--- src/rtl/mem_port_arbiter_if.sv ---
// Bundle of requester (IF/DM), memory and status signals around mem_port_arbiter.
// Signal suffixes follow the arbiter's view: slave = arbiter, master = surrounding pipeline/memory.
interface mem_port_arbiter_if #(
  parameter int AW = 32,
  parameter int DW = 32
);
  logic          if_req_i;
  logic [AW-1:0] if_addr_i;
  logic [DW-1:0] if_rdata_o;
  logic          if_done_o;

  logic          dm_req_i;
  logic          dm_we_i;
  logic [AW-1:0] dm_addr_i;
  logic [DW-1:0] dm_wdata_i;
  logic [DW-1:0] dm_rdata_o;
  logic          dm_done_o;

  logic          mem_req_o;
  logic          mem_we_o;
  logic [AW-1:0] mem_addr_o;
  logic [DW-1:0] mem_wdata_o;
  logic          mem_ack_i;
  logic [DW-1:0] mem_rdata_i;

  logic          stall_if_o;
  logic          stall_mem_o;
  logic          err_o;

  modport slave (
    input  if_req_i, if_addr_i,
    input  dm_req_i, dm_we_i, dm_addr_i, dm_wdata_i,
    input  mem_ack_i, mem_rdata_i,
    output if_rdata_o, if_done_o, dm_rdata_o, dm_done_o,
    output mem_req_o, mem_we_o, mem_addr_o, mem_wdata_o,
    output stall_if_o, stall_mem_o, err_o
  );

  modport master (
    output if_req_i, if_addr_i,
    output dm_req_i, dm_we_i, dm_addr_i, dm_wdata_i,
    output mem_ack_i, mem_rdata_i,
    input  if_rdata_o, if_done_o, dm_rdata_o, dm_done_o,
    input  mem_req_o, mem_we_o, mem_addr_o, mem_wdata_o,
    input  stall_if_o, stall_mem_o, err_o
  );
endinterface

--- src/rtl/mem_port_arbiter.sv ---
// Shares one single-ported memory between instruction fetch (IF) and data memory (DM)
// with DM-first priority, IF anti-starvation, ack timeout and pipeline stall qualifiers.
//
// state   | meaning
// IDLE    | arbitrate pending requests
// BUSY_IF | IF read outstanding on the memory, waiting for ack
// BUSY_DM | DM load/store outstanding on the memory, waiting for ack
// RESP    | done pulse to the served port, no arbitration
module mem_port_arbiter #(
  parameter int AW         = 32,
  parameter int DW         = 32,
  parameter int MAX_CONSEC = 4,
  parameter int TIMEOUT    = 255
) (
  input logic              clk_i,
  input logic              rst_ni,
  mem_port_arbiter_if.slave bus
);

  localparam int            SW      = $clog2(MAX_CONSEC + 1);
  localparam logic [SW-1:0] MAX_C   = SW'(MAX_CONSEC);
  localparam logic [7:0]    TO_LAST = 8'(TIMEOUT - 1);

  typedef enum logic [1:0] {IDLE, BUSY_IF, BUSY_DM, RESP} state_e;

  state_e        state_q, state_d;
  logic [SW-1:0] starve_q, starve_d;
  logic [7:0]    to_q, to_d;
  logic          mem_req_q, mem_req_d;
  logic          mem_we_q, mem_we_d;
  logic [AW-1:0] mem_addr_q, mem_addr_d;
  logic [DW-1:0] mem_wdata_q, mem_wdata_d;
  logic [DW-1:0] if_rdata_q, if_rdata_d;
  logic          if_done_q, if_done_d;
  logic [DW-1:0] dm_rdata_q, dm_rdata_d;
  logic          dm_done_q, dm_done_d;
  logic          err_q, err_d;

  always_comb begin
    state_d     = state_q;
    starve_d    = starve_q;
    to_d        = to_q;
    mem_req_d   = mem_req_q;
    mem_we_d    = mem_we_q;
    mem_addr_d  = mem_addr_q;
    mem_wdata_d = mem_wdata_q;
    if_rdata_d  = if_rdata_q;
    if_done_d   = 1'b0;
    dm_rdata_d  = dm_rdata_q;
    dm_done_d   = 1'b0;
    err_d       = err_q;

    case (state_q)
      IDLE: begin
        to_d = '0;
        if (bus.if_req_i && (starve_q == MAX_C || !bus.dm_req_i)) begin
          state_d     = BUSY_IF;
          mem_req_d   = 1'b1;
          mem_we_d    = 1'b0;
          mem_addr_d  = bus.if_addr_i;
          mem_wdata_d = '0;
          starve_d    = '0;
        end else if (bus.dm_req_i) begin
          state_d     = BUSY_DM;
          mem_req_d   = 1'b1;
          mem_we_d    = bus.dm_we_i;
          mem_addr_d  = bus.dm_addr_i;
          mem_wdata_d = bus.dm_wdata_i;
          // Count DM wins only while IF is actually waiting.
          if (bus.if_req_i) begin
            if (starve_q != MAX_C) starve_d = starve_q + 1'b1;
          end else begin
            starve_d = '0;
          end
        end
      end

      BUSY_IF, BUSY_DM: begin
        to_d = to_q + 8'd1;
        if (bus.mem_ack_i) begin
          mem_req_d = 1'b0;
          state_d   = RESP;
          if (state_q == BUSY_IF) begin
            if_rdata_d = bus.mem_rdata_i;
            if_done_d  = 1'b1;
          end else begin
            dm_rdata_d = mem_we_q ? '0 : bus.mem_rdata_i;
            dm_done_d  = 1'b1;
          end
        end else if (to_q == TO_LAST) begin
          // Abort: the port still gets its done pulse so the pipeline never hangs.
          mem_req_d = 1'b0;
          err_d     = 1'b1;
          state_d   = RESP;
          if (state_q == BUSY_IF) begin
            if_rdata_d = '0;
            if_done_d  = 1'b1;
          end else begin
            dm_rdata_d = '0;
            dm_done_d  = 1'b1;
          end
        end
      end

      RESP: begin
        state_d = IDLE;
        to_d    = '0;
      end

      default: begin
        state_d = IDLE;
      end
    endcase
  end

  always_ff @(posedge clk_i or negedge rst_ni) begin
    if (!rst_ni) begin
      state_q     <= IDLE;
      starve_q    <= '0;
      to_q        <= '0;
      mem_req_q   <= 1'b0;
      mem_we_q    <= 1'b0;
      mem_addr_q  <= '0;
      mem_wdata_q <= '0;
      if_rdata_q  <= '0;
      if_done_q   <= 1'b0;
      dm_rdata_q  <= '0;
      dm_done_q   <= 1'b0;
      err_q       <= 1'b0;
    end else begin
      state_q     <= state_d;
      starve_q    <= starve_d;
      to_q        <= to_d;
      mem_req_q   <= mem_req_d;
      mem_we_q    <= mem_we_d;
      mem_addr_q  <= mem_addr_d;
      mem_wdata_q <= mem_wdata_d;
      if_rdata_q  <= if_rdata_d;
      if_done_q   <= if_done_d;
      dm_rdata_q  <= dm_rdata_d;
      dm_done_q   <= dm_done_d;
      err_q       <= err_d;
    end
  end

  assign bus.mem_req_o   = mem_req_q;
  assign bus.mem_we_o    = mem_we_q;
  assign bus.mem_addr_o  = mem_addr_q;
  assign bus.mem_wdata_o = mem_wdata_q;
  assign bus.if_rdata_o  = if_rdata_q;
  assign bus.if_done_o   = if_done_q;
  assign bus.dm_rdata_o  = dm_rdata_q;
  assign bus.dm_done_o   = dm_done_q;
  assign bus.err_o       = err_q;
  assign bus.stall_if_o  = bus.if_req_i & ~if_done_q;
  assign bus.stall_mem_o = bus.dm_req_i & ~dm_done_q;

endmodule

--- src/flat_wrapper.sv ---
// flat-port wrapper written by rule: the top's interface ports become plain ports
module mem_port_arbiter_flat 
#(
  parameter int AW         = 32,
  parameter int DW         = 32,
  parameter int MAX_CONSEC = 4,
  parameter int TIMEOUT    = 255
)
  (clk_i, rst_ni, bus_if_req_i, bus_if_addr_i, bus_dm_req_i, bus_dm_we_i, bus_dm_addr_i, bus_dm_wdata_i, bus_mem_ack_i, bus_mem_rdata_i, bus_if_rdata_o, bus_if_done_o, bus_dm_rdata_o, bus_dm_done_o, bus_mem_req_o, bus_mem_we_o, bus_mem_addr_o, bus_mem_wdata_o, bus_stall_if_o, bus_stall_mem_o, bus_err_o);
  mem_port_arbiter_if #(.AW(AW), .DW(DW)) bus_i ();
  input logic clk_i;
  input logic rst_ni;
  input wire logic [$bits(bus_i.if_req_i)-1:0] bus_if_req_i;
  input wire logic [$bits(bus_i.if_addr_i)-1:0] bus_if_addr_i;
  input wire logic [$bits(bus_i.dm_req_i)-1:0] bus_dm_req_i;
  input wire logic [$bits(bus_i.dm_we_i)-1:0] bus_dm_we_i;
  input wire logic [$bits(bus_i.dm_addr_i)-1:0] bus_dm_addr_i;
  input wire logic [$bits(bus_i.dm_wdata_i)-1:0] bus_dm_wdata_i;
  input wire logic [$bits(bus_i.mem_ack_i)-1:0] bus_mem_ack_i;
  input wire logic [$bits(bus_i.mem_rdata_i)-1:0] bus_mem_rdata_i;
  output wire logic [$bits(bus_i.if_rdata_o)-1:0] bus_if_rdata_o;
  output wire logic [$bits(bus_i.if_done_o)-1:0] bus_if_done_o;
  output wire logic [$bits(bus_i.dm_rdata_o)-1:0] bus_dm_rdata_o;
  output wire logic [$bits(bus_i.dm_done_o)-1:0] bus_dm_done_o;
  output wire logic [$bits(bus_i.mem_req_o)-1:0] bus_mem_req_o;
  output wire logic [$bits(bus_i.mem_we_o)-1:0] bus_mem_we_o;
  output wire logic [$bits(bus_i.mem_addr_o)-1:0] bus_mem_addr_o;
  output wire logic [$bits(bus_i.mem_wdata_o)-1:0] bus_mem_wdata_o;
  output wire logic [$bits(bus_i.stall_if_o)-1:0] bus_stall_if_o;
  output wire logic [$bits(bus_i.stall_mem_o)-1:0] bus_stall_mem_o;
  output wire logic [$bits(bus_i.err_o)-1:0] bus_err_o;
  assign bus_i.if_req_i = bus_if_req_i;
  assign bus_i.if_addr_i = bus_if_addr_i;
  assign bus_i.dm_req_i = bus_dm_req_i;
  assign bus_i.dm_we_i = bus_dm_we_i;
  assign bus_i.dm_addr_i = bus_dm_addr_i;
  assign bus_i.dm_wdata_i = bus_dm_wdata_i;
  assign bus_i.mem_ack_i = bus_mem_ack_i;
  assign bus_i.mem_rdata_i = bus_mem_rdata_i;
  assign bus_if_rdata_o = bus_i.if_rdata_o;
  assign bus_if_done_o = bus_i.if_done_o;
  assign bus_dm_rdata_o = bus_i.dm_rdata_o;
  assign bus_dm_done_o = bus_i.dm_done_o;
  assign bus_mem_req_o = bus_i.mem_req_o;
  assign bus_mem_we_o = bus_i.mem_we_o;
  assign bus_mem_addr_o = bus_i.mem_addr_o;
  assign bus_mem_wdata_o = bus_i.mem_wdata_o;
  assign bus_stall_if_o = bus_i.stall_if_o;
  assign bus_stall_mem_o = bus_i.stall_mem_o;
  assign bus_err_o = bus_i.err_o;
  mem_port_arbiter #(.AW(AW), .DW(DW), .MAX_CONSEC(MAX_CONSEC), .TIMEOUT(TIMEOUT)) u_core (.clk_i(clk_i), .rst_ni(rst_ni), .bus(bus_i));
endmodule
--- config.mk ---
export PLATFORM = sky130hd
export DESIGN_NAME = mem_port_arbiter_flat
export DESIGN_NICKNAME = d
export VERILOG_FILES = /design/src/rtl/mem_port_arbiter_if.sv /design/src/rtl/mem_port_arbiter.sv /design/src/flat_wrapper.sv
export SDC_FILE = /design/constraint.sdc
export NUM_CORES = 1
export LEC_CHECK = 0
export CAP_MARGIN = 20
export CORE_MARGIN = 2
export CORE_UTILIZATION = 42
export CTS_CLUSTER_SIZE = 30
export DETAILED_ROUTE_END_ITERATION = 8
export GPL_TIMING_DRIVEN = 0
export PLACE_DENSITY = 0.87
export RECOVER_POWER = 100
export SYNTH_ARGS = -nofsm -noshare
export SYNTH_HDL_FRONTEND = slang
export SYNTH_SLANG_ARGS = --single-unit
--- constraint.sdc ---
create_clock -name clk_i -period 2.3 [get_ports clk_i]
set_clock_uncertainty 0.15 [all_clocks]
set_input_delay 0.46 -clock clk_i [delete_from_list [all_inputs] [get_ports clk_i]]
set_output_delay 0.46 -clock clk_i [all_outputs]
set_load 0.005 [all_outputs]
# Word-level counts from Yosys, hierarchy flattened
# Index checks and enable logic that the tools add are counted.
# Widths: inputs -> output; s select.
[word_totals] regBits=146 output_inout_bits=135
[classes] n_addsub=2 n_eq_ne=9 muxes=38 n_bitwise=6 reduce_logical=16
[ops] cell="$mux 32" count=13
[ops] cell="$pmux 8 s2" count=1
[ops] cell="$reduce_and 3->1" count=5
[ops] cell="$mux 1" count=14
[ops] cell="$mux 3" count=4
[ops] cell="$add 8x1->8 const B" count=1
[ops] cell="$eq 8x8->1 const B" count=1
[ops] cell="$mux 2" count=4
[ops] cell="$ne 3x2->1 const B" count=2
[ops] cell="$pmux 2 s3" count=1
[ops] cell="$reduce_bool 2->1" count=3
[ops] cell="$eq 2x2->1 const B" count=2
[ops] cell="$not 1->1" count=4
[ops] cell="$reduce_and 2->1" count=2
[ops] cell="$reduce_or 2->1" count=2
[ops] cell="$add 3x1->3 const B" count=1
[ops] cell="$eq 3x3->1 const B" count=1
[ops] cell="$ne 3x1->1 const B" count=1
[ops] cell="$ne 3x3->1 const B" count=1
[ops] cell="$and 1x1->1" count=2
[ops] cell="$eq 2x1->1 const B" count=1
[ops] cell="$logic_not 2->1" count=1
[ops] cell="$pmux 1 s2" count=1
[ops] cell="$logic_and 1x1->1" count=1
[ops] cell="other kinds (2)" count=2

# Depth between registers and ports, before layout
[logic_depth] depth_word=5 ltp_mapped=8 depth_no_buf=6

# Least setup slack after synthesis
# No wires, ideal clock.
[synth_path] kind="register -> register" startpoint="register u_core.state_q[0]" endpoint="register u_core.if_rdata_q[1] (netlist: u_core.bus.if_rdata_o[1])" arrival_ps=1510 setup_slack_ps=519 stages_incl_launch_ff=7 path_cell_list="dfrtp_1 > inv_1 > ha_1 > and3_1 > clkbuf_1 > buf_6 > a22o_2"
[synth_between] elab_chain_cells=3 word_cells_on_any_way=4 classes_between="2 x eq/ne; 2 x reduce/logical"
[synth_lines] item="start, declared" line_no="mem_port_arbiter.sv:26" text="state_e state_q, state_d;"
[synth_lines] item="start signal, assigned" line_no="mem_port_arbiter.sv:131" text="state_q <= state_d;"
[synth_lines] item="$eq 2x1->1 / $eq 2x2->1 (equally long branches)" line_no="mem_port_arbiter.sv:53, mem_port_arbiter.sv:83, mem_port_arbiter.sv:95"
[synth_lines] item="$reduce_or 2->1" line_no="mem_port_arbiter.sv:53" text="case (state_q)"
[synth_lines] item="$reduce_and 3->1 (no source line) (*)"
[synth_lines] item="end signal, assigned" line_no="mem_port_arbiter.sv:138" text="if_rdata_q <= if_rdata_d;"
[synth_lines] item="end, declared" line_no="mem_port_arbiter.sv:33" text="logic [DW-1:0] if_rdata_q, if_rdata_d;"
# Every way passes the cells marked *; elsewhere a longest branch is shown, timed or not.
# A chain may end at the register's enable or synchronous reset.

# Worst setup path after layout
[layout_path] startpoint="input port bus_dm_req_i" endpoint="output port bus_stall_mem_o"
[layout_between] elab_chain_cells=1
[layout_lines] item="start, declared" line_no="flat_wrapper.sv:15" text="input wire logic [$bits(bus_i.dm_req_i)-1:0] bus_dm_req_i;"
[layout_lines] item="$and 1x1->1" line_no="mem_port_arbiter.sv:156" text="assign bus.stall_mem_o = bus.dm_req_i & ~dm_done_q;"
[layout_lines] item="end, declared" line_no="flat_wrapper.sv:30" text="output wire logic [$bits(bus_i.stall_mem_o)-1:0] bus_stall_mem_o;"
# Every way passes these cells.

==> results.md <==
- Clk network pwr share: a little under a quarter
- Fin util: 68.0%
- Most common cell after layout, fill and taps aside: dfrtp_1
- Worst path required time: roughly 1700 ps
- Slew Viols, Final: 0
- Post-DP HPWL: approximately 13000 µm
- Max Cap Viol: 0
- Layout cells sized above 1: between 8 and 9%
- Post-synth EDFFs: 0
- Startpoint class of the critical path: input port
- P_leak: 4.58 nW
- Internal: ~0.0078 W
- Pwr Density: 1210 nW/µm²
- Die ar.: 15300 µm²
- Hold Fails Final Rpt: 0
- Total global routing overflow: 0
- Clock latency on the worst-skew pair: 410 ps
- Site row count: 43
- Yosys warnings: 0
- Outcome: complete, no violations
- CTS tree: built
- Root buffer cell: clkbuf_16
- Nets@finish: between 900 and 1000
- Clock transition at path regs: roughly 50 ps
- Rel. slew slack: a little under two fifths
- Drt wl/cell: about 17 µm
- Starting Density: 43.3%
- Design Power: 0.0114 W
- DR pass1 iterations: 4
- Clk sinks: around 150
- Worst Path Arrival: 1550 ps
- Initial DRC count: between 200 and 250
- VDD IR max: 0.588 mV
- Seq pwr share: approximately 37%
- Die extent in y: about 120 µm
- Final setup violation count: 0
- Fin worst setup slack: approximately 140 ps
- HP Class: flop to flop
- Antenna Violating Nets Remaining: 0
- Fin cells: about 1000
- Core Area: ~14000 µm²
- Gr usage total: about 23%
- Combinational share of power: roughly two fifths
- Netlist cell types: 39
- Worst-path fanout max: 7
- Sequential fraction of the synthesis area: 60.6%
- Initial antenna violation count: 0
- Synthesized area: slightly above 6000 µm²
- Area Overhead vs Synth: 57.1%
- Vias: ~5000
- Critical path class: input port to primary output
- Post-synth ARST share: 100%
- Sw power: 0.00367 W
- Clock buffer count from CTS: 17
- Prevailing post-synth register cell: dfrtp_1
- Via density: about 5.0
- Drt total wl: 16700 µm
- RD Place Congestion: 0.817
- Syn avg cell area: ~12 µm²
- Clk buf depth: 2
- Synthesized netlist cell count: a little over 500
- Syn Nets: between 600 and 700
- DRC viols: 0
- Vias in the first global route: around 5100
- Worst setup EP type: primary output
- First-pass GRT wire length: approximately 26000 µm
- Placement Setup Slack: -294 ps
- Placed cells: about 970
- Most frequent cells in the layout: dfrtp_1 (146), dlygate4sd3_1 (134), clkdlybuf4s50_1 (132)
- RSZ-0062 raised after global routing: false
- Minimum clock period: ~2200 ps
- # IOs: 269
- Max Clock Freq: between 400 and 500 MHz
- Final Cycle Share: between 90 and 100%
- H-tree depth: 4
- # port buffers: approximately 270
- Worst-Margin Slew: roughly 950 ps
- Antenna Cells: 0
- Synthesis-stage register bit count: ~150
- Die width: between 100 and 150 µm
- Sw frac: roughly a third
- Largest net degree at the start of global routing: 80
[worst paths after layout]
kind	endpoint	depth (start not counted)	slack, ps	startpoint
max in group asynchronous	u_core.bus.mem_wdata_o[10]	3	490	rst_ni
max reg2reg	u_core.bus.if_rdata_o[30]	7	180	u_core.to_q[0]
max	bus_stall_mem_o	3	140	bus_dm_req_i
min in group asynchronous	u_core.bus.dm_rdata_o[2]	2	600	rst_ni
min reg2reg	u_core.bus.mem_req_o	1	320	u_core.bus.mem_req_o
min	u_core.bus.mem_req_o	1	320	u_core.bus.mem_req_o
[power groups by stage]
| stage | Combinational, W | Sequential, W | Clock, W |
|---|---|---|---|
| 2_1_floorplan | 0.00200 | 0.00436 | 0 |
| 3_3_place_gp | 0.00491 | 0.00431 | 0 |
| 3_5_place_dp | 0.00505 | 0.00434 | 0 |
| 4_1_cts | 0.00508 | 0.00432 | 0.00264 |
| 5_1_grt | 0.00506 | 0.00440 | 0.00276 |
| 6_report | 0.00456 | 0.00427 | 0.00260 |
[metrics by stage]
step | TNS, ps | cell area (µm²) | hold slack [ps]
after floorplan | 0 | 6030 | 14.4
after global placement | -755660 | 8940 | 305
after detailed placement | -16620 | 8970 | 319
after CTS | 0 | 9530 | 333
after global routing | 0 | 9480 | 345
final | 0 | 9480 | 320
[registers in the layout (all words and copies together), names as in the netlist, 2 cells and up]
name	count
u_core.to_q	8
u_core.bus.if_rdata_o	32
u_core.bus.dm_rdata_o	32
u_core.bus.mem_addr_o	32
u_core.state_q	2
u_core.bus.mem_wdata_o	32
u_core.starve_q	3
[kinds of logic (layout without fill, tap and decap cells)]
logic type	count (synthesis)	after routing	synth area share, %
compound gates	141	141	16.3
xor+xnor	6	6	0.871
fa+ha+maj	8	8	1.66
buf+inv	45	347	4.54
flops	146	146	60.6
mux	35	35	5.83
simple gates	135	135	10.2
[cell usage after synthesis, types with 2 or more instances]
cell / instances / area (µm²)
a22o_1: 61 / 534
buf_2: 12 / 60.1
clkbuf_1: 9 / 33.8
nand3_1: 4 / 20.0
a22o_2: 3 / 30.0
nor2b_1: 4 / 25.0
nand2_1: 105 / 394
ha_1: 8 / 100
mux2i_1: 34 / 340
and2_1: 6 / 37.5
nand4_1: 2 / 12.5
nor2_1: 4 / 15.0
buf_6: 9 / 101
inv_1: 9 / 33.8
xnor2_1: 5 / 43.8
o21ai_0: 68 / 340
buf_4: 6 / 45.0
dfrtp_1: 146 / 3650
[metal layers]
metal / track usage [%] / wire, µm
met5: 0 / 0
met4: 10.7 / 479
met3: 6.68 / 1360
met2: 37.9 / 8460
met1: 26.4 / 6430
[critical path, cell delays in order]
cell	delay, ps
dlygate4sd2_1	400
nor2b_1	180
clkdlybuf4s50_1	510
[final cells by class]
type / instances / area [µm²]
inverters: 9 / 33.8
well taps: 180 / 225
fillers: 1031 / 4460
clock inverters: 12 / 109
clock buffers: 20 / 447
plain buffers: 36 / 201
repair buffers: 270 / 2720
flip-flops and latches: 146 / 3650
multi-input cells: 325 / 2090
[what timing repair did]
action | CTS | global route
setup buffers | 0 | 0
hold endpoints to repair | 67 | 0
hold buffers | 1 | 0
setup endpoints to repair | 2 | 0
gates resized for setup | 2 | 0
(Power assumes the default switching activity.)
